$ cat config.mk
export PLATFORM = sky130hd
export DESIGN_NAME = lsu_mem_master
export DESIGN_NICKNAME = d
export VERILOG_FILES = /design/src/rtl/lsu_pkg.sv /design/src/rtl/lsu_align.sv /design/src/rtl/lsu_mem_master.sv
export SDC_FILE = /design/constraint.sdc
export NUM_CORES = 1
export LEC_CHECK = 0
export ABC_AREA = 1
export BUFFER_PORTS_ARGS = -buffer_cell sky130_fd_sc_hd__buf_2
export CAP_MARGIN = 30
export CORE_MARGIN = 1.5
export CORE_UTILIZATION = 59
export CTS_BUF_LIST = sky130_fd_sc_hd__clkbuf_4
export CTS_CLUSTER_SIZE = 16
export DETAILED_ROUTE_END_ITERATION = 10
export PLACE_DENSITY = 0.89
export SYNTH_ARGS = -nofsm -noshare
export SYNTH_HDL_FRONTEND = slang
export SYNTH_SLANG_ARGS = --single-unit
$ cat constraint.sdc
create_clock -name clk -period 3.55 [get_ports clk]
set_input_delay 0.71 -clock clk [delete_from_list [all_inputs] [get_ports clk]]
set_output_delay 0.71 -clock clk [all_outputs]
set_load 0.005 [all_outputs]
$ cat src/rtl/lsu_pkg.sv
// Shared types and decode helpers for the LSU memory master and its alignment datapath.
package lsu_pkg;

    localparam int unsigned XLEN = 64;

    localparam logic [2:0] F3_B  = 3'b000;
    localparam logic [2:0] F3_H  = 3'b001;
    localparam logic [2:0] F3_W  = 3'b010;
    localparam logic [2:0] F3_D  = 3'b011;
    localparam logic [2:0] F3_BU = 3'b100;
    localparam logic [2:0] F3_HU = 3'b101;
    localparam logic [2:0] F3_WU = 3'b110;

    typedef enum logic [1:0] {
        ST_IDLE = 2'd0,
        ST_RD   = 2'd1,
        ST_WR   = 2'd2,
        ST_RESP = 2'd3
    } lsu_state_e;

    typedef struct packed {
        logic            store;
        logic [2:0]      funct3;
        logic [2:0]      offset;
        logic [XLEN-1:0] wdata;
    } lsu_op_t;

    function automatic logic [3:0] size_bytes(input logic [2:0] funct3);
        return 4'd1 << funct3[1:0];
    endfunction

    function automatic logic [XLEN-1:0] size_mask(input logic [2:0] funct3);
        case (funct3[1:0])
            2'd0:    return 64'h0000_0000_0000_00FF;
            2'd1:    return 64'h0000_0000_0000_FFFF;
            2'd2:    return 64'h0000_0000_FFFF_FFFF;
            default: return 64'hFFFF_FFFF_FFFF_FFFF;
        endcase
    endfunction

    // Unsigned widths exist only for loads; 111 is never legal.
    function automatic logic funct3_illegal(input logic store, input logic [2:0] funct3);
        return (funct3 == 3'b111) || (store && funct3[2]);
    endfunction

endpackage

$ cat src/rtl/lsu_align.sv
// Byte-lane datapath: extracts/extends load data and merges store bytes into the old doubleword.
module lsu_align
    import lsu_pkg::*;
(
    input  logic [XLEN-1:0] old_word_i,
    input  logic [2:0]      offset_i,
    input  logic [2:0]      funct3_i,
    input  logic [XLEN-1:0] wdata_i,
    output logic [XLEN-1:0] store_word_o,
    output logic [XLEN-1:0] load_data_o
);

    logic [5:0]      shamt;
    logic [XLEN-1:0] shifted;
    logic [XLEN-1:0] lane_mask;

    assign shamt     = {offset_i, 3'b000};
    assign shifted   = old_word_i >> shamt;
    assign lane_mask = size_mask(funct3_i) << shamt;

    assign store_word_o = (old_word_i & ~lane_mask) | ((wdata_i << shamt) & lane_mask);

    always_comb begin
        load_data_o = '0;
        case (funct3_i)
            F3_B:    load_data_o = {{56{shifted[7]}}, shifted[7:0]};
            F3_BU:   load_data_o = {56'd0, shifted[7:0]};
            F3_H:    load_data_o = {{48{shifted[15]}}, shifted[15:0]};
            F3_HU:   load_data_o = {48'd0, shifted[15:0]};
            F3_W:    load_data_o = {{32{shifted[31]}}, shifted[31:0]};
            F3_WU:   load_data_o = {32'd0, shifted[31:0]};
            default: load_data_o = shifted;
        endcase
    end

endmodule

$ cat src/rtl/lsu_mem_master.sv
// Load/store initiator toward data_memory: request checks, read-modify-write for narrow
// stores, and a registered valid/ready response.
module lsu_mem_master
    import lsu_pkg::*;
#(
    parameter int unsigned     DEPTH     = 1024,
    parameter logic [XLEN-1:0] BASE_ADDR = 64'd0
) (
    input  logic            clk,
    input  logic            rst,
    input  logic            req_valid,
    output logic            req_ready,
    input  logic            req_store,
    input  logic [2:0]      req_funct3,
    input  logic [XLEN-1:0] req_addr,
    input  logic [XLEN-1:0] req_wdata,
    output logic            rsp_valid,
    input  logic            rsp_ready,
    output logic [XLEN-1:0] rsp_rdata,
    output logic            rsp_err,
    output logic [XLEN-1:0] address,
    output logic [XLEN-1:0] WriteData,
    output logic            MemRead,
    output logic            MemWrite,
    input  logic [XLEN-1:0] ReadData
);

    localparam int unsigned     IDX_W    = (DEPTH > 1) ? $clog2(DEPTH) : 1;
    localparam logic [XLEN-1:0] SPAN     = 64'(DEPTH) * 64'd8;
    localparam logic [XLEN-1:0] IDX_MASK = (64'd1 << IDX_W) - 64'd1;

    lsu_state_e      state_q, state_d;
    lsu_op_t         op_q, op_d;
    logic [XLEN-1:0] address_q, address_d;
    logic [XLEN-1:0] wdata_q, wdata_d;
    logic            mem_rd_q, mem_rd_d;
    logic            mem_wr_q, mem_wr_d;
    logic            rsp_valid_q, rsp_valid_d;
    logic [XLEN-1:0] rsp_rdata_q, rsp_rdata_d;
    logic            rsp_err_q, rsp_err_d;

    logic [XLEN:0]   rel_diff_c;
    logic [XLEN-1:0] rel_addr_c;
    logic            req_err_c;
    logic [XLEN-1:0] merged_c;
    logic [XLEN-1:0] load_c;

    // Extra bit of the subtraction is the borrow, i.e. addr below BASE_ADDR.
    assign rel_diff_c = {1'b0, req_addr} - {1'b0, BASE_ADDR};
    assign rel_addr_c = rel_diff_c[XLEN-1:0];
    assign req_err_c  = funct3_illegal(req_store, req_funct3)
                     || ((4'(req_addr[2:0]) & (size_bytes(req_funct3) - 4'd1)) != 4'd0)
                     || rel_diff_c[XLEN]
                     || (rel_addr_c >= SPAN);

    lsu_align u_align (
        .old_word_i   (ReadData),
        .offset_i     (op_q.offset),
        .funct3_i     (op_q.funct3),
        .wdata_i      (op_q.wdata),
        .store_word_o (merged_c),
        .load_data_o  (load_c)
    );

    always_ff @(posedge clk) begin
        if (rst) begin
            state_q     <= ST_IDLE;
            op_q        <= '0;
            address_q   <= '0;
            wdata_q     <= '0;
            mem_rd_q    <= 1'b0;
            mem_wr_q    <= 1'b0;
            rsp_valid_q <= 1'b0;
            rsp_rdata_q <= '0;
            rsp_err_q   <= 1'b0;
        end else begin
            state_q     <= state_d;
            op_q        <= op_d;
            address_q   <= address_d;
            wdata_q     <= wdata_d;
            mem_rd_q    <= mem_rd_d;
            mem_wr_q    <= mem_wr_d;
            rsp_valid_q <= rsp_valid_d;
            rsp_rdata_q <= rsp_rdata_d;
            rsp_err_q   <= rsp_err_d;
        end
    end

    // Strobes default low so each MemRead/MemWrite lasts exactly one cycle.
    always_comb begin
        state_d     = state_q;
        op_d        = op_q;
        address_d   = address_q;
        wdata_d     = wdata_q;
        mem_rd_d    = 1'b0;
        mem_wr_d    = 1'b0;
        rsp_valid_d = rsp_valid_q;
        rsp_rdata_d = rsp_rdata_q;
        rsp_err_d   = rsp_err_q;
        case (state_q)
            ST_IDLE: begin
                if (req_valid) begin
                    op_d = '{store: req_store, funct3: req_funct3,
                             offset: req_addr[2:0], wdata: req_wdata};
                    if (req_err_c) begin
                        rsp_valid_d = 1'b1;
                        rsp_err_d   = 1'b1;
                        rsp_rdata_d = '0;
                        state_d     = ST_RESP;
                    end else begin
                        address_d = (rel_addr_c >> 3) & IDX_MASK;
                        if (req_store && (req_funct3 == F3_D)) begin
                            wdata_d  = req_wdata;
                            mem_wr_d = 1'b1;
                            state_d  = ST_WR;
                        end else begin
                            mem_rd_d = 1'b1;
                            state_d  = ST_RD;
                        end
                    end
                end
            end
            ST_RD: begin
                if (op_q.store) begin
                    wdata_d  = merged_c;
                    mem_wr_d = 1'b1;
                    state_d  = ST_WR;
                end else begin
                    rsp_valid_d = 1'b1;
                    rsp_err_d   = 1'b0;
                    rsp_rdata_d = load_c;
                    state_d     = ST_RESP;
                end
            end
            ST_WR: begin
                rsp_valid_d = 1'b1;
                rsp_err_d   = 1'b0;
                rsp_rdata_d = '0;
                state_d     = ST_RESP;
            end
            ST_RESP: begin
                if (rsp_ready) begin
                    rsp_valid_d = 1'b0;
                    rsp_err_d   = 1'b0;
                    rsp_rdata_d = '0;
                    state_d     = ST_IDLE;
                end
            end
            default: state_d = ST_IDLE;
        endcase
    end

    assign req_ready = (state_q == ST_IDLE) && !rst;
    assign rsp_valid = rsp_valid_q;
    assign rsp_rdata = rsp_rdata_q;
    assign rsp_err   = rsp_err_q;
    assign address   = address_q;
    assign WriteData = wdata_q;
    assign MemRead   = mem_rd_q;
    assign MemWrite  = mem_wr_q;

endmodule

==> results.md, run 1 <==
* Status: complete, no violations
* Via count at 17300
* First-pass DRT Iterations at 6
* Fin crit share at 86.05%
* DRT antenna net count at 0
* Pwr Total at 13120 uW
* Worst EP arrival at 3.64 ns
* Core area at 23400 sq um
* Rel. slew slack at 33.11%
* Share of layout cells above drive strength 1 at 19.21%
* Worst slew pin tran at 1.002 ns
* Fin nets at 2796
* Syn Inst Count at 2337
* RSZ-0062 raised after global routing: no
* Boundary pin count at 397
* Clock tree root buffer cell: clkbuf_4
* Critical Path Fanout Max at 36
* Placed Area at 15360 sq um
* Crit path cell chain: inv_2 > nand2_1 > nand3_1 > nand3_1 > nand2_1 > nand2_2 > nand3_1 > nor2_4 > nor2_1 > nor2_1 > nor2_1
* Pwr/cell area at 810.0 nW/um^2
* Total die area at around 25000 sq um
* Crit start category: flop
* Hold buffer count at cts at 0
* Area grow syn2layout at 15.64%
* Core Util, Final at 69.19%
* RD Place Congestion at 1.008
* Finish-stage setup viols at 0
* Maximum clock path buffer count at 3
* Port bufs at roughly 340
* FF+latch count, synth at 215
* Leakage at 0.007770 uW
* CP endpoint kind: flop
* Routed wire per std cell at 18.96 microns
* Die width at 157.1 microns
* CTS H-tree lvls at 2
* TritonCTS clock tree: yes
* CTS clk-pin slew, worst paths at 0.07 ns
* Setup CP Type: reg2reg
* Synth unique cells at 38
* Synth Area per Inst at 5.992 sq um
* Skew-Pair Late Insertion Delay at 0.73 ns
* Post_cts resized at 0
* Final WL at 56130 microns
* Max-slew violations at 0
* Initial core utilization at around three fifths
* CP Data Required Time at approximately 4.1 ns
* Std-Cell Rows at between 50 and 60
* DRT iter0 DRCs at 2309
* Most common cell after layout, fill and taps aside: nand2_1
* Fin Setup TNS at 0 ns
* GR Util All Layers at 43.73%
* Slowest CP cell: nor2_4
* Fin area at approximately 16000 sq um
* CP max stage delay at 0.61 ns
* Initial antenna violation count at 2
* Hpwl dp at around 40000 microns
* Worst hold path class: in2reg
* Clk sinks at 215
* Total gr overflow at 0
* Max_cap viols at 0
* Cell Area, Synth at between 10000 and 15000 sq um
* Seq/Total Area, Yosys at 30.74%
* Die H at 157.1 microns
* Largest net degree at the start of global routing at 102
* Vias in the first global route at 15190
* Final min period at 3.055 ns
* Post-CTS setup buffers at 0
* Clock Skews at around 0.056 ns
* Synth warn at 0
* Highest-count cells in the layout ignoring fill and taps: nand2_1, nor2_1, buf_2
* Vias per cell at 5.841
* Cts bufs inserted at slightly below 60
* DRC Markers at 0
* First-pass GRT wire length at 83160 microns
* Peak VDD IR at 706.3 uV
* F_max at 327.3 MHz
* Final hold violations at 0
metal layers:
metal  share of wire [%]  up-vias  wire length, microns  global-route usage [%]
met5                   0        -                     0                       0
met4                 5.0        0                  2798                   21.92
met3                  13      182                  7479                   11.81
met2                  43     1216                 24020                   65.47
met1                  39     7830                 21830                   57.82
li1                    -     8067                     -                       -
layout make-up:
cell class	instances	area, sq um
multi-input cells	1849	8268
fillers	2152	7211
flip-flops and latches	215	4309
repair buffers	374	2085
clock buffers	83	623.1
well taps	319	399.1
inverters	94	354.1
clock inverters	24	146.4
diodes	3	7.507
sequential cells by signal, indices dropped and copies added, names as in the netlist:
name / cells
MemRead: 1
MemWrite: 1
WriteData: 64
address: 10
op_q: 71
rsp_err: 1
rsp_rdata: 64
rsp_valid: 1
state_q: 2
kinds of logic after synthesis:
logic type | share of synthesized area, %
flops | 30.74
compound gates | 20.13
fa+ha+maj | 0.3574
simple gates | 36.91
other cells | 0.02678
buf+inv | 11.83
worst max-delay path, delay by kind of cell (launching register included):
kind / cells / cell delay, ns
buffers and inverters: 1 / 0.35
DFF: 1 / 0.52
and+or+nand+nor: 10 / 2.05
synth_stat cells, drive strengths merged:
cell type	number	area, sq um
or2	7	43.79
and2	1	6.260
buf	143	969.7
ha	4	50.05
o21ai	257	1309
clkinv	2	7.510
nor2	369	1413
a22oi	1	7.510
o22ai	5	31.28
nand3	227	1141
dfxtp	215	4304
conb	1	3.750
a31oi	2	12.51
nand3b	1	7.510
nand4	17	106.4
clkbuf	89	334.1
nand2	643	2421
o211ai	21	192.7
a21oi	199	996.0
inv	92	345.3
a21boi	35	262.8
o21bai	1	7.510
nor3	5	30.03
through the flow:
step | setup slack (ns) | hold WS (ns) | std cells
after floorplan | 1.508 | 0.4389 | 2390
after global placement | 0.7085 | 0.4492 | 2847
after detailed placement | 0.6128 | 0.4517 | 2849
after CTS | 0.5550 | 0.2052 | 2956
after global routing | 0.2524 | 0.2464 | 2960
final | 0.4951 | 0.2471 | 2961
report_power, final:
group          internal, uW  total (uW)  switching, uW
sequential             3140        3640            506
clock                  1220        2360           1130
combinational          2260        7120           4860
total                  6620       13100           6500
path summary, 6_finish.rpt:
path | depth (start not counted) | slack [ns] | endpoint | from
worst max register to register | 11 | 0.50 | rsp_rdata[45]$_SDFFE_PP0P_ | op_q[64]$_SDFFE_PP0P_
worst max-delay path | 11 | 0.50 | rsp_rdata[45]$_SDFFE_PP0P_ | op_q[64]$_SDFFE_PP0P_
worst min register to register | 2 | 0.46 | rsp_rdata[11]$_SDFFE_PP0P_ | rsp_rdata[11]$_SDFFE_PP0P_
worst min-delay path | 3 | 0.25 | address[2]$_SDFFE_PP0P_ | req_addr[5]
No activity file was read; power rests on OpenSTA's default activity.
==> run 2, diff against run 1 <==
--- a/config.mk
+++ b/config.mk
@@ -8,12 +8,14 @@
 export ABC_AREA = 1
 export BUFFER_PORTS_ARGS = -buffer_cell sky130_fd_sc_hd__buf_2
 export CAP_MARGIN = 30
+export CELL_PAD_IN_SITES_DETAIL_PLACEMENT = 1
+export CELL_PAD_IN_SITES_GLOBAL_PLACEMENT = 1
 export CORE_MARGIN = 1.5
-export CORE_UTILIZATION = 59
+export CORE_UTILIZATION = 39
 export CTS_BUF_LIST = sky130_fd_sc_hd__clkbuf_4
 export CTS_CLUSTER_SIZE = 16
 export DETAILED_ROUTE_END_ITERATION = 10
-export PLACE_DENSITY = 0.89
+export PLACE_DENSITY_LB_ADDON = 0.1
 export SYNTH_ARGS = -nofsm -noshare
 export SYNTH_HDL_FRONTEND = slang
 export SYNTH_SLANG_ARGS = --single-unit
==> results.md, run 2 (same netlist as run 1, synthesis figures left out) <==
* Leakage at 0.007750 uW (-0.26%)
* Port bufs at 342 (unchanged)
* Clock Skews at 0.05767 ns (+0.002105 ns)
* Worst EP arrival at 3.58 ns (-0.06 ns)
* Core area at 35480 sq um (+52%)
* Flip-flop count of the largest register after layout at 71 (unchanged)
* Delay-heaviest family, CP: simple AND/OR/NAND/NOR gates
* Boundary pin count at 397 (unchanged)
* Hold buffer count at cts at 0 (unchanged)
* Total die area at 37050 sq um (+50%)
* Fin Setup TNS at 0 ns (unchanged)
* Share of layout cells above drive strength 1 at 19.63% (+0.42 points)
* Crit path cell chain: inv_1 > nand2_1 > nand2_1 > inv_1 > nand3_1 > a22oi_1 > nand2_1 > nand2_1 > nor2_1
* Clk sinks at 215 (unchanged)
* Clock tree root buffer cell: clkbuf_4
* Final WL at 62270 microns (+11%)
* CP max stage delay at 0.73 ns (+0.12 ns)
* First-pass GRT wire length at 93030 microns (+12%)
* CTS H-tree lvls at 3 (+1)
* R2r worst-path depth at 9 (-2)
* Slowest CP cell: dfxtp_1
* Setup CP Type: reg2reg
* Critical Path Most Common Cell: nand2_1
* First-pass DRT Iterations at 5 (-1)
* Max_cap viols at 0 (unchanged)
* Vias in the first global route at 16120 (+6.1%)
* Total gr overflow at 0 (unchanged)
* Post_cts resized at 0 (unchanged)
* Initial core utilization at 39.46% (-20 points)
* Peak VDD IR at 388.0 uV (-45%)
* CP Data Required Time at 4.17 ns (+0.04 ns)
* Die width at 192.5 microns (+23%)
* Max-slew violations at 0 (unchanged)
* Critical Path Fanout Max at 15 (-58%)
* Worst flop-to-flop path endpoint: WriteData[63]$_SDFFE_PP0P_
* RD Place Congestion at 0.9665 (-4.2%)
* Vias per cell at 5.401 (-7.5%)
* Dpl ws at 0.6820 ns (+0.06922 ns)
* Fin nets at 2809 (+0.46%)
* DRT iter0 DRCs at 1292 (-44%)
* WHS at 0.1722 ns (-0.07491 ns)
* RSZ-0062 raised after global routing: no
* Most common cell after layout, fill and taps aside: nand2_1
* Hold depth at 3 (unchanged)
* Worst slew pin tran at 0.8034 ns (-0.1989 ns)
* Setup slack after layout at 0.5883 ns (+0.09319 ns)
* Routed wire per std cell at 20.10 microns (+6.0%)
* Post-CTS setup buffers at 0 (unchanged)
* Reg2Reg Setup Slack at 0.59 ns (+0.09 ns)
* CTS clk-pin slew, worst paths at 0.06 ns (about the same)
* GR Util All Layers at 33.08% (-11 points)
* Initial antenna violation count at 5 (+3)
* Highest-count cells in the layout ignoring fill and taps: nand2_1, nor2_1, buf_2
* Fin crit share at 83.43% (-2.6 points)
* TritonCTS clock tree: yes
* Fin area at 16290 sq um (+0.59%)
* DRT antenna net count at 0 (unchanged)
* Rel. slew slack at 46.44% (+13 points)
* Finish-stage setup viols at 0 (unchanged)
* Status: complete, no violations
* Final min period at 2.962 ns (-0.09319 ns)
* Launch point of the worst reg-to-reg path: op_q[68]$_SDFFE_PP0P_
* Skew-Pair Late Insertion Delay at 0.78 ns (+0.05 ns)
* Pwr/cell area at 808.3 nW/um^2 (-0.21%)
* Worst hold endpoint: address[9]$_SDFFE_PP0P_
* Crit start category: flop
* CP endpoint kind: flop
* Die H at 192.5 microns (+23%)
* Via count at 16730 (-3.3%)
* Largest net degree at the start of global routing at 133 (+30%)
* Std-Cell Rows at 69 (+23%)
* F_max at 337.6 MHz (+3.1%)
* Area grow syn2layout at 16.33%
* Hold_sp: req_addr[12]
* Final hold violations at 0 (unchanged)
* Maximum clock path buffer count at 3 (unchanged)
* DRC Markers at 0 (unchanged)
* Hpwl dp at 46800 microns (+15%)
* Worst hold path class: in2reg
* Cts bufs inserted at 66 (+14%)
* Pwr Total at 13170 uW (+0.38%)
* Largest reg by FF count: op_q
* Placed Area at 15550 sq um (+1.2%)
* CP bufs+invs at 2 (+1)
-- run 2: where the power goes --
group          internal [uW]  total [uW]  leakage, uW  switching, uW
Combinational           2250        7280      0.00556           5020
Sequential              3140        3590      0.00176            451
Clock                   1140        2300     0.000433           1150
Total                   6540       13200      0.00775           6630
-- run 2: metal layers --
metal | GRT usage, % | vias to the layer above | part of all wire [%]
met5 | 0 | - | 0.043
met4 | 14.01 | 4 | 3.4
met3 | 6.492 | 119 | 7.8
met2 | 50.29 | 662 | 44
met1 | 45.39 | 7870 | 45
li1 | - | 8077 | -
-- run 2: metrics by stage --
| stage | util, % | std cells |
|---|---|---|
| global route | 45.90 | 3098 |
| CTS | 45.81 | 3094 |
| global placement | 43.82 | 2997 |
| finish | 45.90 | 3098 |
| detailed placement | 43.82 | 2997 |
| floorplan | - | 2390 |
-- run 2: worst max-delay path by stage --
| stage | cells past startpoint | slack [ns] | from | to |
|---|---|---|---|---|
| floorplan | 3 | 1.51 | rst | req_ready |
| global placement | 9 | 0.76 | op_q[68]$_SDFFE_PP0P_ | WriteData[63]$_SDFFE_PP0P_ |
| detailed placement | 9 | 0.68 | op_q[68]$_SDFFE_PP0P_ | WriteData[63]$_SDFFE_PP0P_ |
| CTS | 9 | 0.64 | op_q[68]$_SDFFE_PP0P_ | WriteData[63]$_SDFFE_PP0P_ |
| global route | 9 | 0.44 | op_q[68]$_SDFFE_PP0P_ | WriteData[63]$_SDFFE_PP0P_ |
| finish | 9 | 0.59 | op_q[68]$_SDFFE_PP0P_ | WriteData[63]$_SDFFE_PP0P_ |
-- run 2: layout make-up --
class | instances | area, sq um
fill | 5039 | 19190
sequential | 215 | 4309
tap | 461 | 576.8
multi-input combinational | 1849 | 8278
clock buffer | 90 | 675.6
antenna | 3 | 7.507
clock inverter | 7 | 27.53
timing repair buffer | 379 | 2059
inverter | 94 | 354.1
-- run 2: worst reg2reg max path, stage by stage, from the launching register on --
cell	delay (ns)
dfxtp_1	0.73
inv_1	0.45
nand2_1	0.23
nand2_1	0.28
inv_1	0.29
nand3_1	0.11
a22oi_1	0.51
nand2_1	0.10
nand2_1	0.08
nor2_1	0.05
